**src/rtl/multicycle_control_pkg.sv**
```systemverilog
// Shared encodings for the multi-cycle MIPS control unit and its datapath:
// opcodes, funct codes, ALU ops, mux select codes and FSM state numbering.
package multicycle_control_pkg;

  localparam logic [5:0] OP_R    = 6'b000000;
  localparam logic [5:0] OP_LW   = 6'b100011;
  localparam logic [5:0] OP_SW   = 6'b101011;
  localparam logic [5:0] OP_BEQ  = 6'b000100;
  localparam logic [5:0] OP_J    = 6'b000010;
  localparam logic [5:0] OP_ADDI = 6'b001000;

  localparam logic [5:0] FN_ADD = 6'b100000;
  localparam logic [5:0] FN_SUB = 6'b100010;
  localparam logic [5:0] FN_AND = 6'b100100;
  localparam logic [5:0] FN_OR  = 6'b100101;
  localparam logic [5:0] FN_SLT = 6'b101010;

  localparam logic [3:0] ALU_ADD = 4'd0;
  localparam logic [3:0] ALU_SUB = 4'd1;
  localparam logic [3:0] ALU_AND = 4'd2;
  localparam logic [3:0] ALU_OR  = 4'd3;
  localparam logic [3:0] ALU_SLT = 4'd4;

  localparam logic [1:0] SRCB_B      = 2'd0;
  localparam logic [1:0] SRCB_FOUR   = 2'd1;
  localparam logic [1:0] SRCB_IMM    = 2'd2;
  localparam logic [1:0] SRCB_IMM_SH = 2'd3;

  localparam logic [1:0] PCSRC_ALU    = 2'd0;
  localparam logic [1:0] PCSRC_ALUOUT = 2'd1;
  localparam logic [1:0] PCSRC_JUMP   = 2'd2;

  typedef enum logic [3:0] {
    S_FETCH    = 4'd0,
    S_DECODE   = 4'd1,
    S_MEM_ADDR = 4'd2,
    S_MEM_RD   = 4'd3,
    S_MEM_WB   = 4'd4,
    S_MEM_WR   = 4'd5,
    S_R_EXEC   = 4'd6,
    S_R_WB     = 4'd7,
    S_BRANCH   = 4'd8,
    S_JUMP     = 4'd9,
    S_I_EXEC   = 4'd10,
    S_I_WB     = 4'd11
  } state_t;

  function automatic logic is_known_opcode(input logic [5:0] op);
    return (op == OP_R) || (op == OP_LW) || (op == OP_SW) ||
           (op == OP_BEQ) || (op == OP_J) || (op == OP_ADDI);
  endfunction

endpackage

```
**src/rtl/multicycle_control_alu_op_decoder.sv**
```systemverilog
// Combinational R-type funct to ALU operation mapping; valid drops for
// funct codes the ALU does not implement (alu_op then defaults to ADD).
module alu_op_decoder
  import multicycle_control_pkg::*;
#(
  parameter int ALU_OP_W = 4
) (
  input  logic [5:0]          funct,
  output logic [ALU_OP_W-1:0] alu_op,
  output logic                valid
);

  always_comb begin
    alu_op = ALU_OP_W'(ALU_ADD);
    valid  = 1'b1;
    case (funct)
      FN_ADD:  alu_op = ALU_OP_W'(ALU_ADD);
      FN_SUB:  alu_op = ALU_OP_W'(ALU_SUB);
      FN_AND:  alu_op = ALU_OP_W'(ALU_AND);
      FN_OR:   alu_op = ALU_OP_W'(ALU_OR);
      FN_SLT:  alu_op = ALU_OP_W'(ALU_SLT);
      default: valid  = 1'b0;
    endcase
  end

endmodule

```
**src/rtl/multicycle_control.sv**
```systemverilog
// Moore control FSM for the multi-cycle MIPS datapath. Defining
// MULTICYCLE_MEM_WAIT_EN adds mem_ready and stalls FETCH/MEM_RD/MEM_WR on it.
module multicycle_control
  import multicycle_control_pkg::*;
#(
  parameter int ALU_OP_W = 4,
  parameter int STATE_W  = 4
) (
  input  logic                clk,
  input  logic                rst,
  input  logic [5:0]          opcode,
  input  logic [5:0]          funct,
  input  logic                zero,
`ifdef MULTICYCLE_MEM_WAIT_EN
  input  logic                mem_ready,
`endif
  output logic                pc_write,
  output logic                pc_write_cond,
  output logic                i_or_d,
  output logic                mem_read,
  output logic                mem_write,
  output logic                ir_write,
  output logic                reg_dst,
  output logic                mem_to_reg,
  output logic                reg_write,
  output logic                alu_src_a,
  output logic [1:0]          alu_src_b,
  output logic [1:0]          pc_source,
  output logic [ALU_OP_W-1:0] alu_op,
  output logic                illegal_inst,
  output logic                inst_done,
  output logic [STATE_W-1:0]  dbg_state
);

  state_t               state;
  logic                 mem_rdy;
  logic [ALU_OP_W-1:0]  r_alu_op;
  logic                 r_funct_valid;
  logic                 unused_zero;

`ifdef MULTICYCLE_MEM_WAIT_EN
  assign mem_rdy = mem_ready;
`else
  assign mem_rdy = 1'b1;
`endif

  // The zero flag is combined with pc_write_cond in the datapath, not here.
  assign unused_zero = zero;

  alu_op_decoder #(.ALU_OP_W(ALU_OP_W)) u_alu_op_decoder (
    .funct (funct),
    .alu_op(r_alu_op),
    .valid (r_funct_valid)
  );

  always_ff @(posedge clk) begin
    if (!rst) begin
      state <= S_FETCH;
    end else begin
      case (state)
        S_FETCH:    if (mem_rdy) state <= S_DECODE;
        S_DECODE: begin
          case (opcode)
            OP_LW, OP_SW: state <= S_MEM_ADDR;
            OP_R:         state <= S_R_EXEC;
            OP_BEQ:       state <= S_BRANCH;
            OP_J:         state <= S_JUMP;
            OP_ADDI:      state <= S_I_EXEC;
            default:      state <= S_FETCH;
          endcase
        end
        S_MEM_ADDR: state <= (opcode == OP_LW) ? S_MEM_RD : S_MEM_WR;
        S_MEM_RD:   if (mem_rdy) state <= S_MEM_WB;
        S_MEM_WR:   if (mem_rdy) state <= S_FETCH;
        S_R_EXEC:   state <= r_funct_valid ? S_R_WB : S_FETCH;
        S_I_EXEC:   state <= S_I_WB;
        default:    state <= S_FETCH;
      endcase
    end
  end

  // Strobes decode the current state only (plus funct in R_EXEC and the
  // ready handshake); everything is held at 0 while reset is asserted.
  always_comb begin
    pc_write      = 1'b0;
    pc_write_cond = 1'b0;
    i_or_d        = 1'b0;
    mem_read      = 1'b0;
    mem_write     = 1'b0;
    ir_write      = 1'b0;
    reg_dst       = 1'b0;
    mem_to_reg    = 1'b0;
    reg_write     = 1'b0;
    alu_src_a     = 1'b0;
    alu_src_b     = SRCB_B;
    pc_source     = PCSRC_ALU;
    alu_op        = ALU_OP_W'(ALU_ADD);
    illegal_inst  = 1'b0;
    inst_done     = 1'b0;
    if (rst) begin
      case (state)
        S_FETCH: begin
          mem_read  = 1'b1;
          ir_write  = mem_rdy;
          pc_write  = mem_rdy;
          alu_src_b = SRCB_FOUR;
        end
        S_DECODE: begin
          alu_src_b    = SRCB_IMM_SH;
          illegal_inst = !is_known_opcode(opcode);
        end
        S_MEM_ADDR: begin
          alu_src_a = 1'b1;
          alu_src_b = SRCB_IMM;
        end
        S_MEM_RD: begin
          mem_read = 1'b1;
          i_or_d   = 1'b1;
        end
        S_MEM_WB: begin
          reg_write  = 1'b1;
          mem_to_reg = 1'b1;
          inst_done  = 1'b1;
        end
        S_MEM_WR: begin
          mem_write = 1'b1;
          i_or_d    = 1'b1;
          inst_done = mem_rdy;
        end
        S_R_EXEC: begin
          alu_src_a    = 1'b1;
          alu_src_b    = SRCB_B;
          alu_op       = r_alu_op;
          illegal_inst = !r_funct_valid;
        end
        S_R_WB: begin
          reg_write = 1'b1;
          reg_dst   = 1'b1;
          inst_done = 1'b1;
        end
        S_BRANCH: begin
          alu_src_a     = 1'b1;
          alu_src_b     = SRCB_B;
          alu_op        = ALU_OP_W'(ALU_SUB);
          pc_write_cond = 1'b1;
          pc_source     = PCSRC_ALUOUT;
          inst_done     = 1'b1;
        end
        S_JUMP: begin
          pc_write  = 1'b1;
          pc_source = PCSRC_JUMP;
          inst_done = 1'b1;
        end
        S_I_EXEC: begin
          alu_src_a = 1'b1;
          alu_src_b = SRCB_IMM;
        end
        S_I_WB: begin
          reg_write = 1'b1;
          inst_done = 1'b1;
        end
        default: ;
      endcase
    end
  end

  assign dbg_state = rst ? STATE_W'(state) : '0;

endmodule

```
**config.mk**
```make
export PLATFORM = sky130hd
export DESIGN_NAME = multicycle_control
export DESIGN_NICKNAME = d
export VERILOG_FILES = /design/src/rtl/multicycle_control_pkg.sv /design/src/rtl/multicycle_control_alu_op_decoder.sv /design/src/rtl/multicycle_control.sv
export SDC_FILE = /design/constraint.sdc
export NUM_CORES = 1
export LEC_CHECK = 0
export BUFFER_PORTS_ARGS = -buffer_cell sky130_fd_sc_hd__buf_2
export CAP_MARGIN = 40
export CORE_UTILIZATION = 47
export DETAILED_ROUTE_END_ITERATION = 12
export GPL_TIMING_DRIVEN = 0
export PLACE_DENSITY = 0.84
export SYNTH_ARGS = -nofsm -noshare
export SYNTH_HDL_FRONTEND = slang
export SYNTH_SLANG_ARGS = --single-unit
export TNS_END_PERCENT = 10
```
**constraint.sdc**
```tcl
create_clock -name clk -period 2.45 [get_ports clk]
set_clock_uncertainty 0.05 [all_clocks]
set_input_delay 0.245 -clock clk [delete_from_list [all_inputs] [get_ports clk]]
set_output_delay 0.245 -clock clk [all_outputs]
set_load 0.01 [all_outputs]
```
* Yosys cells after proc, flatten, opt, wreduce, memory -nomap -nowiden *
Index checks and enable logic that the tools add are counted.

storage, ports and cells
  flip-flop bits (word level) = 4
  latch bits = 0
  memory bits (writable) = 0
  ROM bits = 0
  bits of input ports = 15
  output and inout bits = 24
  logic and storage cells = 77
  memories = 0

operators by class
  add/sub/neg operators = 0
  $mul = 0
  divide/modulo/power cells = 0
  $lt $le $gt $ge = 0
  equal/unequal tests = 21
  shift operators = 0
  muxes and demuxes = 37
  bitwise operators = 0
  reduce and logical (&&, ||, !) cells = 18

operator list
  cell                                                                    number
  6-bit equality test (second input constant)                             7
  1-bit two-way mux                                                       24
  4-bit one-hot mux with 6 select lines                                   1
  4-bit one-hot mux with 5 select lines                                   1
  4-bit by 3-bit equality test with 1-bit output (second input constant)  4
  4-bit equality test (second input constant)                             4
  3-bit one-hot mux with 4 select lines                                   1
  2-bit OR reduction                                                      5
  4-bit by 2-bit equality test with 1-bit output (second input constant)  2
  4-bit two-way mux                                                       2
  4-bit one-hot mux with 2 select lines                                   1
  6-bit by 2-bit equality test with 1-bit output (second input constant)  1
  6-bit by 3-bit equality test with 1-bit output (second input constant)  1
  6-bit by 4-bit equality test with 1-bit output (second input constant)  1
  6-bit zero test                                                         1
  3-bit two-way mux                                                       2
  2-bit one-hot mux with 3 select lines                                   1
  6-bit OR reduction                                                      1
  1-bit logical OR                                                        5
  5-bit OR reduction                                                      1
  4-bit by 1-bit equality test with 1-bit output (second input constant)  1
  4-bit zero test                                                         1
  2-bit two-way mux                                                       2
  2-bit one-hot mux with 2 select lines                                   1
  other kinds (4)                                                         5

* Logic depth before layout (Yosys ltp) *
  word-level depth = 9
  gate-level depth with buffers = 5
  depth with buffers taken out = 4

* Cells and area by module *
Synthesis repeated with hierarchy kept, for this count alone.

second synthesis, totals
  cells, all modules = 100
  area, all modules = 676.9 um2

modules (own cells, without submodules)
  module              instances  cells an instance  area an instance (um2)  seq. area each (um2)
  multicycle_control  1          88                 581.8                   80.1
  alu_op_decoder      1          12                 95.1                    0.0

* Worst setup path after synthesis *
OpenSTA, ideal clock, no wires.

  path kind = reg2out
  start point = register state[2]
  end point = output port pc_write
  arrival = 1278 ps
  required time = 2155 ps
  setup slack = 877 ps
  cell stages (with the launch flop) = 5
  path buffers = 0
  cells stage by stage = dfxtp_1 nand2b_1 or2_2 nor3_1 or2_2

on the way
  cells in the longest elaborated chain, start to end = 4
  elaborated cells on any way between the ends = 5
  classes of those cells = eq/ne: 1; mux: 2; reduce/logical: 2

RTL lines
  element                                                        line                       text
  start: declaration                                             multicycle_control.sv:35   state_t state;
  start signal: assignment                                       multicycle_control.sv:72   S_MEM_ADDR: state <= (opcode == OP_LW) ? S_MEM_RD : S_MEM_WR;
  start signal: assignment                                       multicycle_control.sv:75   S_R_EXEC: state <= r_funct_valid ? S_R_WB : S_FETCH;
  4-bit equality test / 4-bit zero test (equally long branches)  multicycle_control.sv:101  case (state)
  2-bit OR reduction (no line) *                                 n/a
  1-bit two-way mux *                                            multicycle_control.sv:101
  1-bit two-way mux *                                            multicycle_control.sv:100  if (rst) begin
  end: declaration                                               multicycle_control.sv:17   output logic pc_write,

Every way passes the cells marked *; elsewhere a longest branch is shown, timed or not.

* Worst setup path in the final report *
  start point = register state[2]
  end point = output port alu_op[1]

on the way
  cells in the longest elaborated chain, start to end = 3
  elaborated cells on any way between the ends = 4
  classes of those cells = eq/ne: 2; mux: 2

RTL lines
  element                                                                                       line                       text
  4-bit equality test / 4-bit by 3-bit equality test with 1-bit output (equally long branches)  multicycle_control.sv:101
  4-bit one-hot mux with 2 select lines *                                                       multicycle_control.sv:101
  4-bit two-way mux *                                                                           multicycle_control.sv:100
  end: declaration                                                                              multicycle_control.sv:29   output logic [ALU_OP_W-1:0] alu_op,

Marks and branches as above.

==> impl_metrics.tcl <==
set metrics [dict create \
    ys_seq_elements 4 \
    fmax_ghz 0.517 \
    ys_top_cells_by_count "nand2_1, nor2_1, nand2b_1, nor3_1, buf_6" \
    final.setup.tns_ns 0 \
    end_kind "output port" \
    worst_setup_path_start_kind "register" \
    critical_path_arrival_ns 1.64 \
    die_width_um 40.9 \
    antenna_found_initial 0 \
    core_area_mm2 0.00135 \
    nNetsFinal 154 \
    yosysTopAreaCell "dfxtp_1" \
    fin_crit_sh_pct 79.0 \
    path_cells "buf_6 > nand3b_1 > nor2_1 > nand2_1 > nor4b_1 > buf_2" \
    die_area_mm2 0.00167 \
    finalHoldViolCount 0 \
    synth_top_family_by_area "simple AND/OR/NAND/NOR gates" \
    switchingPower_uw 82.4 \
    sw_frac_of_total_pct 33.6 \
    routedWlPerCell_um 12.7 \
    leakage_uw 0.000450 \
    rows 13 \
    pwr-share-comb_pct 36.7 \
    cts_hold_buf 0 \
    worst_slack_ns 0.515 \
    diodes 0 \
    place.gp.congestion 0.809 \
    max_flop_register "state" \
    crit_family "simple AND/OR/NAND/NOR gates" \
    top_regs "state (4)" \
    clkTransAtPathRegs_ns 0.04 \
    worstSetupPathType "reg -> out" \
    dpl.cell_count 149 \
    p_seq_share_pct 28.9 \
    largest_reg_flops 4 \
    post-route-min-period_ns 1.94 \
    post_cts_resized 0 \
    clkPwrFrac_pct 34.3 \
    p_per_area_mw_per_mm2 263 \
    initial_core_util_pct 52.5 \
    ys_warn_count 0 \
    fillers 122 \
    topRoutingLayerUsed "met4" \
    htree_levels 1 \
    wl_met3_um 126 \
    clockBufferDepth 2 \
    vias_per_cell 5.74 \
    synth_top_area_share_pct 11.3 \
    insertion_delay_ns 0.24 \
    vdd.ir_drop.worst_mv 0.171 \
    syn_area_um2 709 \
    port_buffers 36 \
    synthAdderAreaFrac_pct 0 \
    ys_seq_area_share_pct 11.3 \
    setup_viol 0 \
    synth_edf_count 0 \
    ys_types 41 \
    drv_cap 0 \
    grt_max_degree 11 \
    synth_flop_cell "dfxtp_1" \
    synthMuxAreaShare_pct 0 \
    cp_max_fo 10 \
    yosysMostFrequentCell "nand2_1" \
    grt_overflow 0 \
    grt_pass1_wl_um 2990 \
    vias 872 \
    firstDrtPassIters 4 \
    cp_slowest_cell "dfxtp_1" \
    gr-usage-all-layers_pct 26.3 \
    crit_buf_inv 2 \
    synth-async-reset-ratio_pct 0 \
    avgSynthCellArea_um2 7.24 \
    cp_slowest_stage_delay_ns 0.38 \
    synth_area_leaders "dfxtp_1, buf_6, nand2b_1, nor3_1, nand2_1" \
    drt_iter0_drc 28 \
    fin_cells 152 \
    synthCells 98 \
    post_synth_and_or_nand_nor_area_fraction_pct 48.3 \
    first_global_vias 724 \
    syn_to_final_growth_pct 31.2 \
    num_io_pins 39 \
    die_y_um 40.9 \
    met1_length_um 830 \
    dp_hpwl_um 1520 \
    drive_gt1_share_pct 42.3 \
    root_buffer "clkbuf_4" \
    numCtsBuffers 3 \
    post-route-drc-count 0 \
    synth_compound_area_share_pct 23.8 \
    antenna_left 0 \
    dp_slack_ns 0.748 \
    synth_nets 113 \
    drt_wl_total_um 1930 \
    rsz0062_at_grt "no" \
    met2WireLength_um 947 \
    finalMaxSlewViolations 0 \
    cts_tree "yes" \
    hp-class "in -> reg" \
    p_int_uw 163 \
    post_cts_buffers 0 \
    cts.sinks 4 \
    cp.required_ns 2.15 \
    synth_xor_area_share_pct 3.70 \
    status "finished clean" \
]
worst register-to-register path, cell delays in order (launching register included):
cell,delay [ns]
dfxtp_1,0.31
buf_6,0.13
nand2b_1,0.20
a211oi_1,0.08
a311oi_1,0.26
a21oi_1,0.11
cells by family after synthesis:
family                 count (synthesis)
AND/OR/NAND/NOR                       58
other                                  1
buffers and inverters                 11
AO/OA/AOI/OAI                         21
XOR/XNOR                               3
flip-flops                             4
power by group through the flow:
stage	logic (uW)	registers [uW]	clock network [uW]
after floorplan	53.8	70.8	0
final	90.0	70.9	84.2
after CTS	89.6	70.8	84.4
after global placement	86.5	71.6	0
after global routing	100	71.0	90.3
after detailed placement	89.3	71.8	0
worst paths after layout:
path | from | slack (ns) | end | depth (start not counted)
setup / recovery | state[2] | 0.51 | alu_op[1] | 6
hold / removal | rst | 0.35 | state[3] | 3
setup reg to reg | state[1] | 1.18 | state[1] | 5
hold reg to reg | state[3] | 0.59 | state[2] | 3
area by class of cell:
cell class | instances | area, um2 | share of cell area, %
Timing Repair Buffer | 36 | 180 | 19.4
Buffer | 9 | 80.1 | 8.60
Clock buffer | 3 | 22.5 | 2.42
Sequential cell | 4 | 80.1 | 8.60
Inverter | 2 | 7.51 | 0.806
Multi-Input combinational cell | 83 | 542 | 58.2
Tap cell | 15 | 18.8 | 2.02
layer usage:
metal	global-route usage (%)	vias to the layer above
met5	0	-
met4	10.0	0
met3	3.80	4
met2	48.0	45
met1	30.2	390
li1	-	433
per-stage QoR:
step | util, % | power [uW] | cell area (um2) | hold slack [ns]
floorplan | - | 125 | 709 | 0.410
finish | 69.0 | 245 | 931 | 0.346
CTS | 69.0 | 245 | 931 | 0.345
detailed placement | 67.3 | 161 | 908 | 0.588
global placement | 67.3 | 158 | 908 | 0.570
global route | 69.0 | 261 | 931 | 0.352
layout by cell type, fill, tap and decap left out, types with 2 or more instances in the layout:
master    netlist  layout
buf_2           1      37
nand2_1         8       8
nor2_1          7       7
nand2b_1        6       6
nor3_1          6       6
buf_6           5       5
nand3_1         4       4
o21ai_0         4       4
a21oi_1         4       4
and2_1          4       4
dfxtp_1         4       4
nand3b_1        3       3
xor2_1          3       3
nor4_1          3       3
clkbuf_4        0       3
inv_1           2       2
and2b_2         2       2
and3_1          2       2
a31oi_1         2       2
o31ai_1         2       2
a211oi_1        2       2
nor2b_1         2       2
or2_2           2       2
buf_4           2       2
Note: power is estimated with default switching activity, not from simulation.
